--- src/rtl/led_seq_ctrl_if.sv ---
// Board-side signal bundle for the LED sequencer: raw button in, LED bank and mode out.
`timescale 1ns/1ps
interface led_seq_ctrl_if;
  logic       btn;
  logic       LD1;
  logic       LD2;
  logic       LD3;
  logic       LD4;
  logic [1:0] mode;

  // Board / testbench side drives the button and watches the LEDs.
  modport master (output btn, input LD1, LD2, LD3, LD4, mode);
  // Sequencer side.
  modport slave  (input btn, output LD1, LD2, LD3, LD4, mode);
endinterface

--- src/rtl/led_seq_ctrl.sv ---
// Four-LED pattern sequencer: button synchronizer + debouncer, step prescaler,
// and a mode FSM cycling ROT_L -> ROT_R -> BOUNCE -> COUNT on each debounced press.
`timescale 1ns/1ps
module led_seq_ctrl #(
  parameter int LOG2DELAY     = 16,
  parameter int DEBOUNCE_BITS = 14
) (
  input  logic           clk,
  input  logic           rst_n,
  led_seq_ctrl_if.slave  bus
);

  typedef enum logic [1:0] {
    ROT_L  = 2'd0,
    ROT_R  = 2'd1,
    BOUNCE = 2'd2,
    COUNT  = 2'd3
  } mode_e;

  logic                     sync1_q, sync1_d;
  logic                     sync2_q, sync2_d;
  logic [DEBOUNCE_BITS-1:0] deb_cnt_q, deb_cnt_d;
  logic                     deb_q, deb_d;
  logic [LOG2DELAY-1:0]     pre_q, pre_d;
  logic [3:0]               pat_q, pat_d;
  mode_e                    mode_q, mode_d;
  logic                     dir_right_q, dir_right_d;
  logic                     btn_s;
  logic                     press;
  logic                     tick;

  // Pattern each mode starts from when it is entered.
  function automatic logic [3:0] init_pat(input mode_e m);
    case (m)
      ROT_R:   init_pat = 4'b1000;
      COUNT:   init_pat = 4'b0000;
      default: init_pat = 4'b0001;
    endcase
  endfunction

  // Two-flop synchronizer and debouncer; press fires once per accepted rising change.
  always_comb begin
    sync1_d   = bus.btn;
    sync2_d   = sync1_q;
    btn_s     = sync2_q;
    press     = 1'b0;
    deb_d     = deb_q;
    deb_cnt_d = '0;
    if (btn_s != deb_q) begin
      if (&deb_cnt_q) begin
        deb_d = btn_s;
        press = btn_s;
      end else begin
        deb_cnt_d = deb_cnt_q + 1'b1;
      end
    end
  end

  // Mode advance and pattern stepping; a press restarts the new mode and discards a coincident tick.
  always_comb begin
    tick        = &pre_q;
    mode_d      = mode_q;
    pat_d       = pat_q;
    dir_right_d = dir_right_q;
    pre_d       = pre_q + 1'b1;
    if (press) begin
      mode_d      = mode_e'(mode_q + 2'd1);
      pat_d       = init_pat(mode_d);
      dir_right_d = 1'b0;
      pre_d       = '0;
    end else if (tick) begin
      case (mode_q)
        ROT_L: pat_d = {pat_q[2:0], pat_q[3]};
        ROT_R: pat_d = {pat_q[0], pat_q[3:1]};
        BOUNCE: begin
          if (!dir_right_q) begin
            pat_d = {pat_q[2:0], 1'b0};
            if (pat_d == 4'b1000) dir_right_d = 1'b1;
          end else begin
            pat_d = {1'b0, pat_q[3:1]};
            if (pat_d == 4'b0001) dir_right_d = 1'b0;
          end
        end
        default: pat_d = pat_q + 4'd1;
      endcase
    end
  end

  // All state, including the mode FSM, with asynchronous active-low reset.
  always_ff @(posedge clk or negedge rst_n) begin
    if (!rst_n) begin
      sync1_q     <= 1'b0;
      sync2_q     <= 1'b0;
      deb_cnt_q   <= '0;
      deb_q       <= 1'b0;
      pre_q       <= '0;
      pat_q       <= 4'b0001;
      mode_q      <= ROT_L;
      dir_right_q <= 1'b0;
    end else begin
      sync1_q     <= sync1_d;
      sync2_q     <= sync2_d;
      deb_cnt_q   <= deb_cnt_d;
      deb_q       <= deb_d;
      pre_q       <= pre_d;
      pat_q       <= pat_d;
      mode_q      <= mode_d;
      dir_right_q <= dir_right_d;
    end
  end

  assign bus.LD1  = pat_q[3];
  assign bus.LD2  = pat_q[2];
  assign bus.LD3  = pat_q[1];
  assign bus.LD4  = pat_q[0];
  assign bus.mode = mode_q;

endmodule

--- src/flat_wrapper.sv ---
// flat-port wrapper written by rule: the top's interface ports become plain ports
module led_seq_ctrl_flat 
#(
  parameter int LOG2DELAY     = 16,
  parameter int DEBOUNCE_BITS = 14
)
  (clk, rst_n, bus_btn, bus_LD1, bus_LD2, bus_LD3, bus_LD4, bus_mode);
  led_seq_ctrl_if bus_i ();
  input  logic clk;
  input  logic rst_n;
  input wire logic [$bits(bus_i.btn)-1:0] bus_btn;
  output wire logic [$bits(bus_i.LD1)-1:0] bus_LD1;
  output wire logic [$bits(bus_i.LD2)-1:0] bus_LD2;
  output wire logic [$bits(bus_i.LD3)-1:0] bus_LD3;
  output wire logic [$bits(bus_i.LD4)-1:0] bus_LD4;
  output wire logic [$bits(bus_i.mode)-1:0] bus_mode;
  assign bus_i.btn = bus_btn;
  assign bus_LD1 = bus_i.LD1;
  assign bus_LD2 = bus_i.LD2;
  assign bus_LD3 = bus_i.LD3;
  assign bus_LD4 = bus_i.LD4;
  assign bus_mode = bus_i.mode;
  led_seq_ctrl #(.LOG2DELAY(LOG2DELAY), .DEBOUNCE_BITS(DEBOUNCE_BITS)) u_core (.clk(clk), .rst_n(rst_n), .bus(bus_i));
endmodule
--- config.mk ---
export PLATFORM = sky130hd
export DESIGN_NAME = led_seq_ctrl_flat
export DESIGN_NICKNAME = d
export VERILOG_FILES = /design/src/rtl/led_seq_ctrl_if.sv /design/src/rtl/led_seq_ctrl.sv /design/src/flat_wrapper.sv
export SDC_FILE = /design/constraint.sdc
export NUM_CORES = 1
export LEC_CHECK = 0
export BUFFER_PORTS_ARGS = -buffer_cell sky130_fd_sc_hd__buf_4
export CORE_MARGIN = 2
export CORE_UTILIZATION = 42
export DETAILED_ROUTE_END_ITERATION = 7
export GPL_TIMING_DRIVEN = 0
export PLACE_DENSITY_LB_ADDON = 0.3
export SYNTH_ARGS = -nofsm -noshare
export SYNTH_HDL_FRONTEND = slang
export SYNTH_SLANG_ARGS = --single-unit
--- constraint.sdc ---
create_clock -name clk -period 2.1 [get_ports clk]
set_input_delay 0.42 -clock clk [delete_from_list [all_inputs] [get_ports clk]]
set_output_delay 0.42 -clock clk [all_outputs]
set_load 0.02 [all_outputs]
# ---- Yosys cells after proc, flatten, opt, wreduce, memory -nomap -nowiden
# Cells that the tools add are included.
# W data, S select, Z words.
dict set report totals {
  register_bits 40
  latchBits 0
  ram_bits 0
  mem_bits_ro 0
  in_bits 3
  output_inout_bits 6
  elab_cells 42
  n_memories 0
}
dict set report op_classes {
  n_addsub 4
  n_mul 0
  div 0
  order_cmp 0
  eq_ne 7
  n_shift 0
  mux 16
  bitwise_logic 0
  reduce_logical 7
}
# cell count
set ops {}
lappend ops {{$mux W14} 2}
lappend ops {{$add A16 B1 Y16 const B} 1}
lappend ops {{$mux W16} 1}
lappend ops {{$reduce_and A16 Y1} 1}
lappend ops {{$reduce_and A15 Y1} 1}
lappend ops {{$add A14 B1 Y14 const B} 1}
lappend ops {{$reduce_and A14 Y1} 1}
lappend ops {{$mux W4} 3}
lappend ops {{$pmux W4 S3} 1}
lappend ops {{$mux W1} 8}
lappend ops {{$pmux W4 S2} 1}
lappend ops {{$add A4 B1 Y4 const B} 1}
lappend ops {{$eq A2 B1 Y1 const B} 2}
lappend ops {{$eq A2 B2 Y1 const B} 2}
lappend ops {{$reduce_bool A2 Y1} 2}
lappend ops {{$eq A3 B1 Y1 const B} 1}
lappend ops {{$eq A3 B3 Y1 const B} 1}
lappend ops {{$add A2 B1 Y2 const B} 1}
lappend ops {{$logic_not A2 Y1} 1}
lappend ops {{$reduce_and A2 Y1} 1}
lappend ops {{$ne A1 B1 Y1} 1}

# ---- Longest topological paths before layout
# Gate-level depths: netlist (run 1).
dict set report logic_depth {
  ltp_word 6
  depth_mapped 8
  depth_no_buf 6
}

# ---- Worst setup path after synthesis (run 1)
# Ideal clock, no wire load.
dict set report synth_timing {
  kind {register to register}
  startpoint {register u_core.mode_q[0], in the netlist u_core.bus.mode[0]}
  endpoint {register u_core.pat_q[2]}
  setup_time_ns 0.122
  arrival_time_ns 1.593
  t_required_ns 1.978
  path_slack_ns 0.385
  stages_incl_launch_ff 7
  n_path_buf 0
  synth_period_minus_slack_ns 1.715
  path_cell_list {dfrtp_1 > inv_1 > ha_1 > a21o_1 > a22oi_1 > o22ai_1 > a32o_1}
}
dict set report synth_via {
  elab_chain_cells 4
  elab_cells_between_ends 6
  classes_between {eq/ne: 2; mux: 3; reduce/logical: 1}
}
# element line
set synth_rtl {}
lappend synth_rtl {{from (decl)} led_seq_ctrl.sv:26} ;# mode_e mode_q, mode_d;
lappend synth_rtl {{from (signal assigned)} led_seq_ctrl.sv:107} ;# mode_q <= mode_d;
lappend synth_rtl {{$eq A2 B2 Y1, or another cell as far along} led_seq_ctrl.sv:72} ;# case (mode_q)
lappend synth_rtl {{$pmux W4 S3 (*)} led_seq_ctrl.sv:72}
lappend synth_rtl {{$mux W4 (*)} led_seq_ctrl.sv:71} ;# end else if (tick) begin
lappend synth_rtl {{$mux W4 (*)} led_seq_ctrl.sv:66} ;# if (press) begin
lappend synth_rtl {{to (signal assigned)} led_seq_ctrl.sv:106} ;# pat_q <= pat_d;
lappend synth_rtl {{to (decl)} led_seq_ctrl.sv:25} ;# logic [3:0] pat_q, pat_d;
# Every way passes the cells marked *; elsewhere a longest branch is shown, timed or not. The select of a mux whose other input is x is not followed.
# A chain may end at the register's enable or synchronous reset.

# ---- Final worst setup path (run 1)
dict set report layout_timing {
  startpoint {register u_core.deb_cnt_q[0]}
  endpoint {register u_core.dir_right_q}
}
dict set report layout_via {
  elab_chain_cells 5
  elab_cells_between_ends 7
  classes_between {mux: 3; reduce/logical: 4}
}
# element line
set layout_rtl {}
lappend layout_rtl {{from (decl)} led_seq_ctrl.sv:22} ;# logic [DEBOUNCE_BITS-1:0] deb_cnt_q, deb_cnt_d;
lappend layout_rtl {{from (signal assigned)} led_seq_ctrl.sv:103} ;# deb_cnt_q <= deb_cnt_d;
lappend layout_rtl {{$reduce_and A14 Y1 (*)} led_seq_ctrl.sv:50} ;# if (&deb_cnt_q) begin
lappend layout_rtl {{$mux W1 (*)} led_seq_ctrl.sv:50}
lappend layout_rtl {{$mux W1 (*)} led_seq_ctrl.sv:49} ;# if (btn_s != deb_q) begin
lappend layout_rtl {{$reduce_bool A2 Y1 (no source line)} -}
lappend layout_rtl {{$reduce_and A2 Y1 (no source line)} -}
lappend layout_rtl {{to (signal assigned)} led_seq_ctrl.sv:108} ;# dir_right_q <= dir_right_d;
lappend layout_rtl {{to (decl)} led_seq_ctrl.sv:27} ;# logic dir_right_q, dir_right_d;
# Every way passes the cells marked *; elsewhere a longest branch is shown, timed or not.

==> impl_metrics.tcl, run 1 <==
set metrics [dict create \
    ys_seq_elements 40 \
    ys_async_sr_fraction 1.00 \
    clk_pin_slew_ns 0.08 \
    drt_iter0_drc 81 \
    crit_path_max_incr_delay_ns 0.40 \
    ir_worst_vdd_uv 406 \
    hold_viol_final 0 \
    dpl_cell_area_mm2 0.00224 \
    synthesis.area_mm2 0.00210 \
    drc 0 \
    dpl.cell_count 277 \
    cellPowerDensity_mw_per_mm2 631 \
    area_delta_synth_final_pct 12.9 \
    synth_commonest_cells "dfrtp_1 (39), nor2_1 (29), xor2_1 (15), nand3_1 (13), nand2_1 (12)" \
    hold_class "input port to asynchronous set/reset pin" \
    antenna_found_initial 0 \
    vias_per_cell 5.02 \
    cts_buffer_depth 2 \
    slew_headroom 0.659 \
    synth_top_family_by_area "simple AND/OR/NAND/NOR gates" \
    drtAntennaViolNets 0 \
    drv_cap 0 \
    h-tree-depth 2 \
    num_vias 1432 \
    outcome "finished, final reports clean" \
    criticalPathCategory "register to register" \
    core_mm2 0.00479 \
    synthMuxAreaShare 0.00536 \
    rsz0062_at_grt "false" \
    final.period_utilization 0.858 \
    cts_tree "built" \
    synth_xor_area_frac 0.108 \
    portBuffers 8 \
    clk_latency_ns 0.29 \
    synthSimpleGateAreaFrac 0.227 \
    grt_usage 0.146 \
    dpl.hpwl_mm 2.50 \
    cts_setup_buffers 0 \
    crit_top_cell "and3_1" \
    drt_pass1_iterations 4 \
    dieArea_mm2 0.00558 \
    synth_ff_type "dfrtp_1" \
    die_w_um 74.7 \
    avgSynthCellArea_um2 10.4 \
    grt_max_degree 41 \
    synth_compound_area_frac 0.0959 \
    yosysSeqAreaShare 0.477 \
    wl_mm 3.56 \
    nFillCells 441 \
    setup_viol 0 \
    fp-row-count 25 \
    grt_overflow 0 \
    top_layer_used "met4" \
    yosysMostFrequentCell "dfrtp_1" \
    wl_met2_mm 1.56 \
    grt_pass1_vias 1322 \
    crit_slowest_cell "dfrtp_1" \
    r2r_slack_ns 0.30 \
    fin_area_mm2 0.00237 \
    clockRootBuffer "clkbuf_8" \
    synth_cells 202 \
    layout_setup_ws_ns 0.298 \
    syn_nets 215 \
    cp-start-kind "register" \
    ios 9 \
    clkSinkCount 40 \
    fmax_mhz 555 \
    nets 230 \
    synth_edf_count 0 \
    synth_top_area_frac 0.465 \
    cp-end-kind "register" \
    leakagePower_nw 1.09 \
    synth.distinct_cells 41 \
    maxSlewViolCount 0 \
    fin_cells 285 \
    initial_core_util 0.439 \
    antennaDiodeCount 0 \
    crit_required_ns 2.30 \
    synth_adder_area_share 0.0596 \
    grt_pass1_wl_mm 6.10 \
    critPathMaxFanout 10 \
    cp.arrival_ns 2.00 \
    cts_hold_buf 0 \
    numCtsBuffers 5 \
    synthTopCellsByArea "dfrtp_1 (46%), xor2_1 (6.3%), ha_1 (6.0%)" \
    cts_resized 0 \
    yosys_warnings 0 \
    gp_congestion 0.767 \
    drt-wirelength-per-cell_um 12.5 \
    worst_pin_slew_ns 0.512 \
    fin_setup_tns_ns 0 \
    die_h_um 74.7 \
    met1Wirelength_mm 1.82 \
    yosysTopAreaCell "dfrtp_1" \
    skew_ns 0.00653 \
    finalCriticalPeriod_ns 1.80 \
    worstPathCellList "ha_1, and3_1, and3_1, buf_2, and3_1, buf_6, a311oi_2" \
    place_ws_ns 0.308 \
    met3_length_um 115 \
    drive_gt1_frac 0.147 \
]
-- cell families (layout without fill, tap and decap cells) --
group,count (synthesis),in the layout
compound gates,28,28
xor+xnor,26,26
fa+ha+maj,10,10
buf+inv,12,28
flops,40,40
mux,1,1
simple gates,85,85
-- final timing paths --
| kind | from | endpoint | cells past startpoint |
|---|---|---|---|
| max in group asynchronous | rst_n | u_core.pat_q[0] | 1 |
| max reg2reg | u_core.deb_cnt_q[0] | u_core.dir_right_q | 7 |
| min reg2reg | u_core.sync1_q | u_core.btn_s | 0 |
| min in group clk | bus_btn | u_core.sync1_q | 1 |
| max | u_core.deb_cnt_q[0] | u_core.dir_right_q | 7 |
| min | rst_n | u_core.deb_cnt_q[5] | 1 |
-- cell type report --
type	instances	area, µm²	share of cell area
buffer	5	30.0	0.0127
clock buffer	7	96.3	0.0406
clock inverter	1	30.0	0.0127
inverter	7	26.3	0.0111
multi-input combinational	150	1040	0.440
sequential	40	1000	0.423
tap	67	83.8	0.0354
timing repair buffer	8	60.1	0.0253
-- flip-flops by register name, indices dropped and copies added (netlist names) --
signal / count
u_core.sync1_q: 1
u_core.pat_q: 4
u_core.deb_cnt_q: 14
u_core.btn_s: 1
u_core.deb_q: 1
u_core.bus.mode: 2
u_core.pre_q: 16
u_core.dir_right_q: 1
-- per-layer routing --
metal,vias up,global-route usage
met1,677,0.205
met5,-,0
met4,0,0.0595
met2,24,0.214
met3,4,0.0402
li1,727,-
-- cells in the final DEF, fill, tap and decap left out, types with 2 or more instances in the layout --
cell type / instances
nor2_1: 29
buf_2: 3
or3_1: 3
a21oi_1: 4
and2_1: 2
dfrtp_1: 39
nand3_1: 13
a31oi_1: 2
nand2b_1: 3
buf_4: 8
a221o_1: 2
inv_1: 7
and4_4: 2
nand4_1: 3
a21o_1: 3
ha_1: 10
and3_1: 8
and4_1: 3
clkbuf_8: 7
o21ai_0: 8
xnor2_1: 11
nand2_1: 12
xor2_1: 15
-- power by group --
part | internal, mW | switching [mW] | leakage [nW]
sequential | 0.776 | 0.00455 | 0.534
combinational | 0.00907 | 0.0233 | 0.493
clock | 0.419 | 0.264 | 0.0645
total | 1.20 | 0.292 | 1.09
-- worst max-delay path, delay by kind of cell, from the launching register on --
family | cells | cell delay [ns]
AND/OR/NAND/NOR | 3 | 0.58
flip-flops | 1 | 0.40
buffers and inverters | 2 | 0.31
adder cells (fa/ha/maj) | 1 | 0.23
AO/OA/AOI/OAI | 1 | 0.18
-- per-stage QoR --
stage	utilization	power, mW	hold slack, ns
2_1_floorplan	-	0.808	0.124
3_3_place_gp	0.469	0.830	0.333
3_5_place_dp	0.469	0.830	0.338
4_1_cts	0.495	1.52	0.109
5_1_grt	0.495	1.56	0.137
6_report	0.495	1.50	0.0969
No activity file was read; power rests on OpenSTA's default activity.
==> run 2: changes to the inputs <==
--- a/config.mk
+++ b/config.mk
@@ -6,10 +6,13 @@
 export NUM_CORES = 1
 export LEC_CHECK = 0
 export BUFFER_PORTS_ARGS = -buffer_cell sky130_fd_sc_hd__buf_4
+export CELL_PAD_IN_SITES_DETAIL_PLACEMENT = 1
+export CELL_PAD_IN_SITES_GLOBAL_PLACEMENT = 1
 export CORE_MARGIN = 2
-export CORE_UTILIZATION = 42
+export CORE_UTILIZATION = 48
 export DETAILED_ROUTE_END_ITERATION = 7
 export GPL_TIMING_DRIVEN = 0
+export HOLD_SLACK_MARGIN = 0.1
 export PLACE_DENSITY_LB_ADDON = 0.3
 export SYNTH_ARGS = -nofsm -noshare
 export SYNTH_HDL_FRONTEND = slang
==> run 2 against run 1 <==
Register-to-register slack got worse by 0.06 ns; first-iteration DRC count rose by 23%; cell count fell by 4.9%; die area fell by 12%; final area fell by 1.7%; fmax fell by 3.1%; via count rose by 5.7%; sequential share of layout area rose by 0.75 points; sequential power barely moved; clock power fell by 22%; global-route usage rose by 5.2 points; highest routed layer unchanged.
==> impl_metrics.tcl, run 2 (same netlist as run 1, synthesis figures left out) <==
set metrics [dict create \
    initial_core_util 0.489 \
    area_delta_synth_final_pct 10.9 \
    die_h_um 70.2 \
    drt_iter0_drc 100 \
    die_w_um 70.2 \
    wl_mm 4.39 \
    antenna_found_initial 0 \
    dpl.hpwl_mm 3.18 \
    rsz0062_at_grt "false" \
    grt_usage 0.198 \
    clkSinkCount 40 \
    final.period_utilization 0.886 \
    num_vias 1513 \
    maxSlewViolCount 0 \
    fin_setup_tns_ns 0 \
    largest_registers "u_core.pre_q (16), u_core.deb_cnt_q (14), u_core.pat_q (4)" \
    crit_required_ns 2.30 \
    multi_input_area_mm2 0.00104 \
    outcome "finished, final reports clean" \
    cp-start-kind "register" \
    grt_pass1_wl_mm 7.67 \
    drive_gt1_frac 0.142 \
    hold_viol_final 0 \
    grt_max_degree 41 \
    cellPowerDensity_mw_per_mm2 580 \
    fp-row-count 24 \
    ios 9 \
    leakagePower_nw 1.08 \
    clk_pin_slew_ns 0.08 \
    cts_tree "built" \
    fin_area_mm2 0.00233 \
    hold_class "input port to register" \
    ir_worst_vdd_uv 323 \
    cts_buffer_depth 2 \
    gp_congestion 0.759 \
    seq_area_mm2 0.00100 \
    finalCriticalPeriod_ns 1.86 \
    criticalPathCategory "register to register" \
    nets 231 \
    nFillCells 485 \
    worst_pin_slew_ns 0.498 \
    dieArea_mm2 0.00492 \
    final_common_cell "dfrtp_1" \
    fmax_mhz 538 \
    largest_register_ffs 16 \
    skew_ns 0.00813 \
    critPathMaxFanout 10 \
    drt_pass1_iterations 4 \
    portBuffers 8 \
    drc 0 \
    drtAntennaViolNets 0 \
    clockRootBuffer "clkbuf_8" \
    grt_pass1_vias 1663 \
    cp-end-kind "register" \
    numCtsBuffers 5 \
    mostFrequentLayoutCells "dfrtp_1 (39), nor2_1 (29), xor2_1 (15), nand3_1 (13), nand2_1 (12)" \
    antennaDiodeCount 0 \
    clk_latency_ns 0.30 \
    cp.arrival_ns 2.06 \
    vias_per_cell 5.58 \
    core_mm2 0.00429 \
    drv_cap 0 \
    dpl_cell_area_mm2 0.00223 \
    slew_headroom 0.668 \
    grt_overflow 0 \
    setup_viol 0 \
    h-tree-depth 2 \
    drt-wirelength-per-cell_um 16.2 \
    top_register "u_core.pre_q" \
]
==> run 2: stage by stage <==
step	util	cells	total power, mW	hold WS [ns]	setup slack [ns]
finish	0.543	271	1.35	0.231	0.240
global route	0.543	271	1.41	0.218	0.113
CTS	0.543	271	1.37	0.224	0.217
detailed placement	0.518	262	0.831	0.359	0.245
global placement	0.518	262	0.828	0.346	0.311
floorplan	-	202	0.808	0.124	0.385
==> run 2: metal layers <==
layer	wire [µm]	up-vias	GRT usage
met3	89	5	0.0476
met1	1950	769	0.242
met4	63	0	0.0662
met2	2290	13	0.342
met5	0	-	0
li1	-	726	-
==> run 2: area by class of cell <==
type                            count  area share
Buffer                              5      0.0129
Clock buffer                        7      0.0371
Clock inverter                      1     0.00322
Inverter                            7      0.0113
Multi-Input combinational cell    150       0.447
Sequential cell                    40       0.430
Tap cell                           52      0.0279
Timing Repair Buffer                9      0.0301
==> run 2: timing repair <==
action,4_1_cts,5_1_grt
gates resized for setup,0,0
endpoints found under the hold margin,1,0
hold buffers,1,0
setup buffers,0,0
==> run 2: worst max-delay path, cell delays in order, from the launching register on <==
cell and delay [ns]:
dfrtp_1 0.42, ha_1 0.23, and3_1 0.22, and3_1 0.18
buf_2 0.17, and3_1 0.21, buf_6 0.15, a311oi_2 0.18
==> run 2: worst paths after layout <==
kind,from,endpoint,slack [ns],cells past startpoint
worst max-delay path,u_core.deb_cnt_q[0],u_core.dir_right_q,0.24,7
worst min-delay path,bus_btn,u_core.sync1_q,0.23,1
worst max register to register,u_core.deb_cnt_q[0],u_core.dir_right_q,0.24,7
worst min register to register,u_core.sync1_q,u_core.btn_s,0.37,0
max in group asynchronous,rst_n,u_core.pat_q[0],1.11,2
min in group asynchronous,rst_n,u_core.pat_q[2],0.63,2
==> run 2: power by group <==
group	total (mW)	internal, mW	switching (mW)
sequential	0.782	0.776	0.00528
combinational	0.0344	0.0103	0.0241
clock	0.535	0.267	0.268
